File: config.mk
export PLATFORM = sky130hd
export DESIGN_NAME = rd_port_sched
export DESIGN_NICKNAME = d
export VERILOG_FILES = /design/src/rtl/rd_port_sched.sv
export SDC_FILE = /design/constraint.sdc
export NUM_CORES = 1
export LEC_CHECK = 0
export ABC_AREA = 1
export CAP_MARGIN = 20
export CORE_MARGIN = 3
export CORE_UTILIZATION = 45
export DETAILED_ROUTE_END_ITERATION = 10
export MAX_ROUTING_LAYER = met4
export PLACE_DENSITY = 0.78
export REMOVE_ABC_BUFFERS = 1
export SLEW_MARGIN = 30
export SYNTH_ARGS = -nofsm -noshare
export SYNTH_HDL_FRONTEND = slang
export SYNTH_SLANG_ARGS = --single-unit
File: constraint.sdc
create_clock -name i_clk -period 5.3 [get_ports i_clk]
set_input_delay 0.53 -clock i_clk [delete_from_list [all_inputs] [get_ports i_clk]]
set_output_delay 0.53 -clock i_clk [all_outputs]
set_load 0.02 [all_outputs]
File: src/rtl/rd_port_sched.sv
// rd_port_sched: round-robin read scheduler; grants one input port and follows its packet sop..eop.
// Define RD_SCHED_TIMEOUT_EN to build the stall watchdog (TIMEOUT_CYC idle cycles per grant).
module rd_port_sched #(
   parameter int IN_PORT_NUM = 16,
   parameter int TIMEOUT_CYC = 256
) (
   input  logic                           i_clk,
   input  logic                           i_rst_n,
   input  logic [IN_PORT_NUM-1:0]         i_req,
   input  logic                           i_mux_sop,
   input  logic                           i_mux_eop,
   input  logic                           i_mux_vld,
   output logic [IN_PORT_NUM-1:0]         o_rd_req,
   output logic                           o_en,
   output logic [$clog2(IN_PORT_NUM)-1:0] o_sel,
   output logic                           o_busy,
   output logic                           o_pkt_done,
   output logic [15:0]                    o_pkt_cnt,
   output logic                           o_timeout
);

   localparam int SEL_W = $clog2(IN_PORT_NUM);

   localparam logic [1:0] ST_IDLE     = 2'd0;
   localparam logic [1:0] ST_WAIT_SOP = 2'd1;
   localparam logic [1:0] ST_XFER     = 2'd2;
   localparam logic [1:0] ST_DONE     = 2'd3;

   logic [1:0]             state_q,  state_d;
   logic [SEL_W-1:0]       ptr_q,    ptr_d;
   logic [SEL_W-1:0]       sel_q,    sel_d;
   logic [SEL_W-1:0]       grant_s;
   logic [IN_PORT_NUM-1:0] rd_req_q, rd_req_d;
   logic                   en_q,     en_d;
   logic                   busy_q,   busy_d;
   logic                   done_q,   done_d;
   logic [15:0]            cnt_q,    cnt_d;
   logic                   tmo_hit_s;

   // Round-robin pick: nearest requester above ptr_q with wrap; smallest offset overrides.
   always_comb begin
      logic [31:0] idx_v;
      idx_v   = 32'd0;
      grant_s = ptr_q;
      for (int i = IN_PORT_NUM; i >= 1; i--) begin
         idx_v   = 32'((int'(ptr_q) + i) % IN_PORT_NUM);
         grant_s = i_req[idx_v[SEL_W-1:0]] ? idx_v[SEL_W-1:0] : grant_s;
      end
   end

   // Next-state decode and next values of every registered output.
   always_comb begin
      state_d  = state_q;
      ptr_d    = ptr_q;
      sel_d    = sel_q;
      en_d     = en_q;
      busy_d   = busy_q;
      rd_req_d = '0;
      done_d   = 1'b0;
      cnt_d    = cnt_q;
      case (state_q)
         ST_IDLE: begin
            if (|i_req) begin
               state_d  = ST_WAIT_SOP;
               sel_d    = grant_s;
               en_d     = 1'b1;
               busy_d   = 1'b1;
               rd_req_d = IN_PORT_NUM'(1) << grant_s;
            end else begin
               en_d   = 1'b0;
               busy_d = 1'b0;
            end
         end
         ST_WAIT_SOP: begin
            if (i_mux_vld && i_mux_sop) begin
               state_d = i_mux_eop ? ST_DONE : ST_XFER;
            end else if (tmo_hit_s) begin
               state_d = ST_DONE;
            end else begin
               state_d = ST_WAIT_SOP;
            end
         end
         ST_XFER: begin
            if (i_mux_vld && i_mux_eop) begin
               state_d = ST_DONE;
            end else if (tmo_hit_s) begin
               state_d = ST_DONE;
            end else begin
               state_d = ST_XFER;
            end
         end
         ST_DONE: begin
            state_d = ST_IDLE;
            ptr_d   = sel_q;
         end
         default: begin
            state_d = ST_IDLE;
            en_d    = 1'b0;
            busy_d  = 1'b0;
         end
      endcase
      // Entering DONE: release the grant; only a real eop counts as a completed packet.
      if (state_d == ST_DONE) begin
         en_d   = 1'b0;
         busy_d = 1'b0;
         if (tmo_hit_s) begin
            done_d = 1'b0;
         end else begin
            done_d = 1'b1;
            cnt_d  = cnt_q + 16'd1;
         end
      end else begin
         done_d = 1'b0;
      end
   end

   // State and output registers.
   always_ff @(posedge i_clk or negedge i_rst_n) begin
      if (!i_rst_n) begin
         state_q  <= ST_IDLE;
         ptr_q    <= SEL_W'(IN_PORT_NUM - 1);
         sel_q    <= '0;
         rd_req_q <= '0;
         en_q     <= 1'b0;
         busy_q   <= 1'b0;
         done_q   <= 1'b0;
         cnt_q    <= 16'd0;
      end else begin
         state_q  <= state_d;
         ptr_q    <= ptr_d;
         sel_q    <= sel_d;
         rd_req_q <= rd_req_d;
         en_q     <= en_d;
         busy_q   <= busy_d;
         done_q   <= done_d;
         cnt_q    <= cnt_d;
      end
   end

`ifdef RD_SCHED_TIMEOUT_EN
   localparam int TMO_W = $clog2(TIMEOUT_CYC + 1);

   logic [TMO_W-1:0] tmo_q, tmo_d;
   logic             timeout_q;

   // Watchdog: counts grant cycles without valid; zero whenever no grant is in flight.
   always_comb begin
      tmo_d     = '0;
      tmo_hit_s = 1'b0;
      if ((state_q == ST_WAIT_SOP) || (state_q == ST_XFER)) begin
         if (i_mux_vld) begin
            tmo_d = '0;
         end else begin
            tmo_d     = tmo_q + TMO_W'(1);
            tmo_hit_s = (tmo_d == TMO_W'(TIMEOUT_CYC));
         end
      end else begin
         tmo_d = '0;
      end
   end

   // Watchdog counter and timeout pulse register.
   always_ff @(posedge i_clk or negedge i_rst_n) begin
      if (!i_rst_n) begin
         tmo_q     <= '0;
         timeout_q <= 1'b0;
      end else begin
         tmo_q     <= tmo_d;
         timeout_q <= tmo_hit_s;
      end
   end

   assign o_timeout = timeout_q;
`else
   assign tmo_hit_s = 1'b0;
   assign o_timeout = 1'b0;
`endif

   assign o_rd_req   = rd_req_q;
   assign o_en       = en_q;
   assign o_sel      = sel_q;
   assign o_busy     = busy_q;
   assign o_pkt_done = done_q;
   assign o_pkt_cnt  = cnt_q;

endmodule

==> flow_summary.json, run 1 <==
{
  "maxCapViolations": 0,
  "hold_buffers": 0,
  "utilization_pct": 58.2,
  "fin_crit_sh_pct": 77.7,
  "cp-end-kind": "flip-flop",
  "antenna_found_initial": 0,
  "outcome": "finished clean",
  "syn2layout_area_growth_pct": 22.5,
  "synth_edf_count": 0,
  "hold_viol_final": 0,
  "wl_per_cell_um": 14.4,
  "cts_tree": "yes",
  "clockRootBuffer": "clkbuf_8",
  "critPathMaxStageDelay_ns": 0.75,
  "die_w_um": 91.7,
  "worstMarginPinSlew_ns": 0.609,
  "setup_viol": 0,
  "synthCells": 510,
  "path_common_cell": "nand2_1",
  "antennaDiodeCount": 0,
  "drive_gt1_share_pct": 4.95,
  "grt_overflow_total": 0,
  "viasPerCell": 5.28,
  "crit_path_start_kind": "flip-flop",
  "yosys_most_used_dff": "dfrtp_1",
  "ys_seq_area_share_pct": 33.5,
  "fp-row-count": 30,
  "wl_mm": 9.54,
  "place_congestion": 0.986,
  "die_h_um": 91.7,
  "mostFrequentLayoutCells": "187 x nand2_1, 78 x nand3_1, 58 x clkdlybuf4s50_1",
  "grt_pass1_vias": 3328,
  "synth-seq-cells": 44,
  "dr.first_iter.drc_count": 312,
  "clk_pin_slew_ns": 0.08,
  "rrSetupSlack_ns": 1.18,
  "syn_area_um2": 3300,
  "mostFrequentLayoutCell": "nand2_1",
  "cts_num_sinks": 44,
  "critPathSlowestCell": "dfstp_2",
  "io_pins": 61,
  "start_util_pct": 47.5,
  "drtAntennaViolNets": 0,
  "reg2reg_depth": 22,
  "portBuffers": 59,
  "nNetsFinal": 594,
  "synth_area_per_cell_um2": 6.47,
  "grt_max_degree": 45,
  "cts-buffers-inserted": 5,
  "ys_warn_count": 0,
  "cp.arrival_ns": 4.34,
  "fp.coreArea_um2": 6940,
  "cts_setup_buffers": 0,
  "critPathRequiredTime_ns": 5.52,
  "hpwl_mm": 7.44,
  "insertion_delay_ns": 0.29,
  "dr.pass1.iters": 6,
  "clk_path_buf_depth": 2,
  "fmax_ghz": 0.243,
  "grt.total_usage_pct": 24.3,
  "htree_num_levels": 2,
  "post-route-drc-count": 0,
  "cts_resized": 0,
  "grt_pass1_wl_mm": 16.2,
  "finalSetupTns_ns": 0,
  "critical_path_class": "reg -> reg",
  "final_cells": 662,
  "whs_ns": 0.217,
  "synthArstFlopShare_pct": 100,
  "ys_types": 33,
  "finalClockSkew_ns": 0.00690,
  "dr_total_vias": 3496,
  "cp_max_fo": 17,
  "hold_path.class": "in -> async",
  "maxSlewViolCount": 0,
  "relSlewSlack_pct": 59.1,
  "path_cells": "inv_1 > ha_1 > inv_1 > nand3_1 > nand2_1 > o21ai_1 > nand2_1 > nand2_1 > a21oi_1 > nand2_1 > nand2_1 > nand2_1 > nand2_1 > nand2_1 > nand2_1 > nand2_1 > nand2_1 > nand2_1 > nand2_1 > a21oi_2 > nand3_1 > nor2_1",
  "dp_cells": 654,
  "period_needed_ns": 4.12,
  "rsz0062_at_grt": "false",
  "die-area_um2": 8400
}
==> registers in the layout (all words and copies together) (netlist names) <==
register,cells
o_pkt_cnt,16
o_en,1
o_pkt_done,1
state_q,2
o_sel,4
ptr_q,4
o_rd_req,16
==> logic make-up after synthesis <==
kind of cell               count (synthesis)  share of synthesized area [%]
other                                      1                          0.114
buffers and inverters                     64                           8.34
DFF                                       44                           33.5
xor gates and xnor gates                  19                           5.84
AOI/OAI and AO/OA                         50                           8.11
and+or+nand+nor                          324                           41.1
adders and majority gates                  8                           3.03
==> cells in the mapped netlist (5+ instances only) <==
| cell | instances | area (µm²) |
|---|---|---|
| a21oi_1 | 31 | 155 |
| buf_2 | 5 | 25.0 |
| buf_4 | 5 | 37.5 |
| dfrtp_1 | 40 | 1000 |
| ha_1 | 8 | 100 |
| inv_1 | 46 | 173 |
| inv_2 | 6 | 22.5 |
| nand2_1 | 187 | 702 |
| nand3_1 | 78 | 390 |
| nand4_1 | 6 | 37.5 |
| nor2_1 | 42 | 158 |
| o21ai_0 | 8 | 40.0 |
| xnor2_1 | 6 | 52.6 |
| xor2_1 | 11 | 96.3 |
==> layout make-up <==
| type | instances | area [µm²] |
|---|---|---|
| multi-input cells | 402 | 1920 |
| clock inverters | 2 | 35.0 |
| flip-flops and latches | 44 | 1110 |
| inverters | 53 | 201 |
| clock buffers | 6 | 72.6 |
| fillers | 676 | 2900 |
| repair buffers | 59 | 588 |
| well taps | 96 | 120 |
==> worst paths after layout <==
kind	from	end
setup / recovery	ptr_q[1]	o_rd_req[12]
hold / removal	i_rst_n	o_rd_req[5]
setup reg to reg	ptr_q[1]	o_rd_req[12]
hold reg to reg	o_pkt_cnt[3]	o_pkt_cnt[3]
max in group asynchronous	i_rst_n	ptr_q[2]
min in group i_clk	o_pkt_cnt[3]	o_pkt_cnt[3]
==> worst max-delay path: cells and delay by family (launching register included) <==
family	cells	cell delay [ns]
buffers and inverters	2	0.63
flip-flops	1	0.75
AND/OR/NAND/NOR	16	1.46
AO/OA/AOI/OAI	3	0.61
adder cells (fa/ha/maj)	1	0.61
==> metal layers <==
metal	GRT usage, %	wire length (µm)	share of wire (%)	vias to the layer above
met1	34.8	4440	47	1622
met2	36.3	4320	45	126
met5	-	0	0	-
met3	5.00	665	7.0	12
met4	3.89	114	1.2	0
li1	-	-	-	1736
==> through the flow <==
| step | cell area, µm² | worst slack [ns] |
|---|---|---|
| 5_1_grt | 4040 | 0.729 |
| 3_5_place_dp | 3930 | 1.32 |
| 6_report | 4040 | 1.18 |
| 3_3_place_gp | 3930 | 1.33 |
| 4_1_cts | 4040 | 1.29 |
| 2_1_floorplan | 3230 | 2.17 |
Power of run 1 is left out: the tool's default activity adds up to more than one toggle a clock period on the data nets, which glitch-free logic cannot reach.
==> run 2: changes to the inputs <==
--- a/config.mk
+++ b/config.mk
@@ -11,7 +11,7 @@
 export CORE_UTILIZATION = 45
 export DETAILED_ROUTE_END_ITERATION = 10
 export MAX_ROUTING_LAYER = met4
-export PLACE_DENSITY = 0.78
+export PLACE_DENSITY = 0.81
 export REMOVE_ABC_BUFFERS = 1
 export SLEW_MARGIN = 30
 export SYNTH_ARGS = -nofsm -noshare
==> constraint.sdc (replaced) <==
create_clock -name i_clk -period 3.4 [get_ports i_clk]
set_input_delay 0.34 -clock i_clk [delete_from_list [all_inputs] [get_ports i_clk]]
set_output_delay 0.34 -clock i_clk [all_outputs]
set_load 0.02 [all_outputs]
==> flow_summary.json, run 2 (same netlist as run 1, synthesis figures left out) <==
{
  "worstMarginPinSlew_ns": 0.553,
  "dp_cells": 664,
  "pre_cts_slack_ns": 0.274,
  "grt.busiest_layer": "met2",
  "antennaDiodeCount": 0,
  "fmax_ghz": 0.323,
  "cp_top_family": "simple AND/OR/NAND/NOR gates",
  "mostFrequentLayoutCells": "184 x nand2_1, 76 x nand3_1, 58 x clkdlybuf4s50_1",
  "wl_mm": 9.48,
  "grt_max_degree": 45,
  "clk_pin_slew_ns": 0.08,
  "dr_total_vias": 3605,
  "period_needed_ns": 3.10,
  "fp-row-count": 30,
  "hold_path.class": "in -> async",
  "setup_viol": 0,
  "maxCapViolations": 0,
  "portBuffers": 59,
  "cp.arrival_ns": 3.33,
  "grt_use_met1_pct": 33.4,
  "critical_path_class": "reg -> reg",
  "clockRootBuffer": "clkbuf_8",
  "post-route-drc-count": 0,
  "insertion_delay_ns": 0.30,
  "critPathRequiredTime_ns": 3.63,
  "viasPerCell": 5.35,
  "cts_num_sinks": 44,
  "cp-end-kind": "flip-flop",
  "fin_crit_sh_pct": 91.1,
  "grt_pass1_wl_mm": 16.1,
  "drive_gt1_share_pct": 8.82,
  "grt.total_usage_pct": 24.1,
  "drtAntennaViolNets": 0,
  "path_common_cell": "nand2_1",
  "start_util_pct": 47.5,
  "dr.pass1.iters": 5,
  "relSlewSlack_pct": 62.9,
  "grt_overflow_total": 0,
  "place_congestion": 1.02,
  "use_met2_pct": 36.6,
  "whs_ns": 0.0172,
  "cts_tree": "yes",
  "maxSlewViolCount": 0,
  "mostFrequentLayoutCell": "nand2_1",
  "critPathSlowestCell": "dfstp_2",
  "use_met3_pct": 3.77,
  "io_pins": 61,
  "clk_path_buf_depth": 2,
  "layout_setup_ws_ns": 0.304,
  "outcome": "finished clean",
  "die-area_um2": 8400,
  "critPathMaxStageDelay_ns": 0.55,
  "finalClockSkew_ns": 0.00922,
  "cts-buffers-inserted": 5,
  "cp_max_fo": 15,
  "cp_num_buf_inv": 4,
  "dr.first_iter.drc_count": 358,
  "utilization_pct": 60.1,
  "antenna_found_initial": 0,
  "hpwl_mm": 7.25,
  "final_cells": 674,
  "nNetsFinal": 606,
  "crit_path_start_kind": "flip-flop",
  "syn2layout_area_growth_pct": 26.4,
  "hold_viol_final": 0,
  "wl_per_cell_um": 14.1,
  "fp.coreArea_um2": 6940,
  "grt_pass1_vias": 3387,
  "die_h_um": 91.7,
  "die_w_um": 91.7,
  "htree_num_levels": 2
}
[run 2: worst paths after layout]
| path | start | endpoint | slack, ns | cells after the start |
|---|---|---|---|---|
| setup reg to reg | ptr_q[1] | o_rd_req[0] | 0.30 | 25 |
| hold reg to reg | o_pkt_cnt[3] | o_pkt_cnt[3] | 0.51 | 1 |
| min in group i_clk | o_pkt_cnt[3] | o_pkt_cnt[3] | 0.51 | 1 |
| hold / removal | i_rst_n | o_rd_req[9] | 0.02 | 1 |
| max in group asynchronous | i_rst_n | ptr_q[1] | 3.00 | 1 |
| setup / recovery | ptr_q[1] | o_rd_req[0] | 0.30 | 25 |
[run 2: final cells by class]
class	instances	area, µm²
Clock inverter	2	10.0
Fill cell	644	2770
Inverter	53	205
Tap cell	96	120
Timing Repair Buffer	71	686
Multi-Input combinational cell	402	1960
Sequential cell	44	1110
Clock buffer	6	82.6
[run 2: metal layers]
layer / wire length (µm) / part of all wire (%)
met1: 4220 / 44
met2: 4420 / 47
met3: 692 / 7.3
met4: 151 / 1.6
met5: 0 / 0
[run 2: what timing repair did]
item | in CTS | in global routing
setup endpoints to repair | 0 | 17
resized for setup | 0 | 13
hold buffers | 0 | 0
buffers inserted | 0 | 2
[run 2: per-stage QoR]
| step | TNS [ns] | cell area (µm²) |
|---|---|---|
| finish | 0 | 4170 |
| CTS | 0 | 4100 |
| global route | -0.0263 | 4170 |
| global placement | 0 | 4010 |
| floorplan | 0 | 3230 |
| detailed placement | 0 | 4010 |
Power of run 2 is left out for the same reason.
==> run 3: changes to the inputs <==
--- a/config.mk
+++ b/config.mk
@@ -7,12 +7,13 @@
 export LEC_CHECK = 0
 export ABC_AREA = 1
 export CAP_MARGIN = 20
-export CORE_MARGIN = 3
 export CORE_UTILIZATION = 45
+export CTS_CLUSTER_DIAMETER = 80
 export DETAILED_ROUTE_END_ITERATION = 10
 export MAX_ROUTING_LAYER = met4
 export PLACE_DENSITY = 0.81
 export REMOVE_ABC_BUFFERS = 1
+export SETUP_SLACK_MARGIN = 0.1
 export SLEW_MARGIN = 30
 export SYNTH_ARGS = -nofsm -noshare
 export SYNTH_HDL_FRONTEND = slang
==> flow_summary.json, run 3 (same netlist as run 1, synthesis figures left out) <==
{
  "cts_tree": "yes",
  "htree_num_levels": 2,
  "grt_max_degree": 45,
  "mostFrequentLayoutCell": "nand2_1",
  "dr_total_vias": 3699,
  "worstMarginPinSlew_ns": 0.639,
  "cp.arrival_ns": 3.42,
  "wl_mm": 9.89,
  "nNetsFinal": 609,
  "critical_path_class": "reg -> reg",
  "setup_viol": 0,
  "clk_pin_slew_ns": 0.08,
  "maxSlewViolCount": 0,
  "post-route-drc-count": 0,
  "cp_max_fo": 11,
  "die_w_um": 87.7,
  "hold_buffers": 0,
  "grt_pass1_vias": 3315,
  "viasPerCell": 5.46,
  "outcome": "finished clean",
  "clockRootBuffer": "clkbuf_8",
  "hold_viol_final": 0,
  "fmax_ghz": 0.313,
  "utilization_pct": 61.9,
  "mostFrequentLayoutCells": "181 x nand2_1, 68 x nand3_1, 58 x clkdlybuf4s50_1",
  "whs_ns": 0.0267,
  "wl_per_cell_um": 14.6,
  "grt_overflow_total": 0,
  "dr.pass1.iters": 5,
  "startpoint": "ptr_q[1]",
  "period_needed_ns": 3.19,
  "antenna_found_initial": 0,
  "insertion_delay_ns": 0.29,
  "hold_path.class": "in -> async",
  "die_h_um": 87.7,
  "die-area_um2": 7680,
  "fp-row-count": 30,
  "cts_num_sinks": 44,
  "maxCapViolations": 0,
  "drive_gt1_share_pct": 12.4,
  "io_pins": 61,
  "crit_path_start_kind": "flip-flop",
  "drtAntennaViolNets": 0,
  "cp-end-kind": "flip-flop",
  "fp.coreArea_um2": 6940,
  "dr.first_iter.drc_count": 375,
  "finalClockSkew_ns": 0.00265,
  "place_congestion": 0.979,
  "hpwl_mm": 7.27,
  "grt.total_usage_pct": 27.0,
  "antennaDiodeCount": 0,
  "start_util_pct": 47.5,
  "critPathRequiredTime_ns": 3.62,
  "portBuffers": 59,
  "worst_r2r_startpoint": "ptr_q[1]",
  "clk_path_buf_depth": 2,
  "fin_crit_sh_pct": 93.8,
  "syn2layout_area_growth_pct": 30.2,
  "cts-buffers-inserted": 5,
  "grt_pass1_wl_mm": 15.6,
  "relSlewSlack_pct": 57.1
}
-- run 3: cell count changes in the layout (fill, tap and decap cells not counted), sizes merged --
cell and change:
clkbuf +1, clkinvlp +2, buf +2, clkinv -2
-- run 3: worst paths after layout --
check | to | slack, ns | depth (start not counted)
min | o_rd_req[12] | 0.03 | 1
max | o_rd_req[9] | 0.21 | 22
min reg2reg | o_pkt_cnt[15] | 0.47 | 1
min in group i_clk | o_pkt_cnt[15] | 0.47 | 1
max reg2reg | o_rd_req[9] | 0.21 | 22
max in group asynchronous | ptr_q[0] | 2.99 | 1
-- run 3: metal layers --
| metal | track usage, % | up-vias | routed length [µm] |
|---|---|---|---|
| li1 | - | 1775 | - |
| met1 | 37.3 | 1725 | 4270 |
| met2 | 41.7 | 182 | 4640 |
| met3 | 4.81 | 17 | 838 |
| met4 | 5.22 | 0 | 136 |
| met5 | - | - | 0 |
-- run 3: layout make-up --
class / instances / area (µm²)
well taps: 96 / 120
repair buffers: 73 / 708
repair inverters: 1 / 7.51
clock buffers: 7 / 86.3
clock inverters: 1 / 7.51
flip-flops and latches: 44 / 1110
fillers: 632 / 2640
inverters: 53 / 205
multi-input cells: 402 / 2060
-- run 3: timing repair --
action / CTS / global route
gates resized for setup: 0 / 40
endpoints found under the setup margin: 0 / 20
buffers inserted: 0 / 2
-- run 3: metrics by stage --
step                setup WS (ns)  TNS, ns  instance area [µm²]  std cells
floorplan                   0.274        0                 3230        499
global placement            0.230        0                 4020        666
detailed placement          0.208        0                 4020        666
CTS                         0.182        0                 4120        674
global route              -0.0119  -0.0119                 4300        677
finish                      0.210        0                 4300        677
-- run 3: worst max-delay path, cell delays in order, from the launching register on --
cell     delay, ns
dfstp_2       0.54
inv_1         0.09
ha_4          0.32
buf_6         0.17
nand3_1       0.16
nand2_1       0.10
inv_1         0.04
o21ai_1       0.17
buf_4         0.15
nor2_1        0.05
inv_1         0.06
nand2_2       0.10
a21oi_1       0.19
nand2_1       0.08
nand2_1       0.06
nand2_1       0.05
nand2_1       0.07
nand2_1       0.06
nand2_1       0.06
nand2_1       0.10
a21oi_4       0.27
nand3_2       0.13
nor2_2        0.13
Power of run 3 is left out for the same reason.
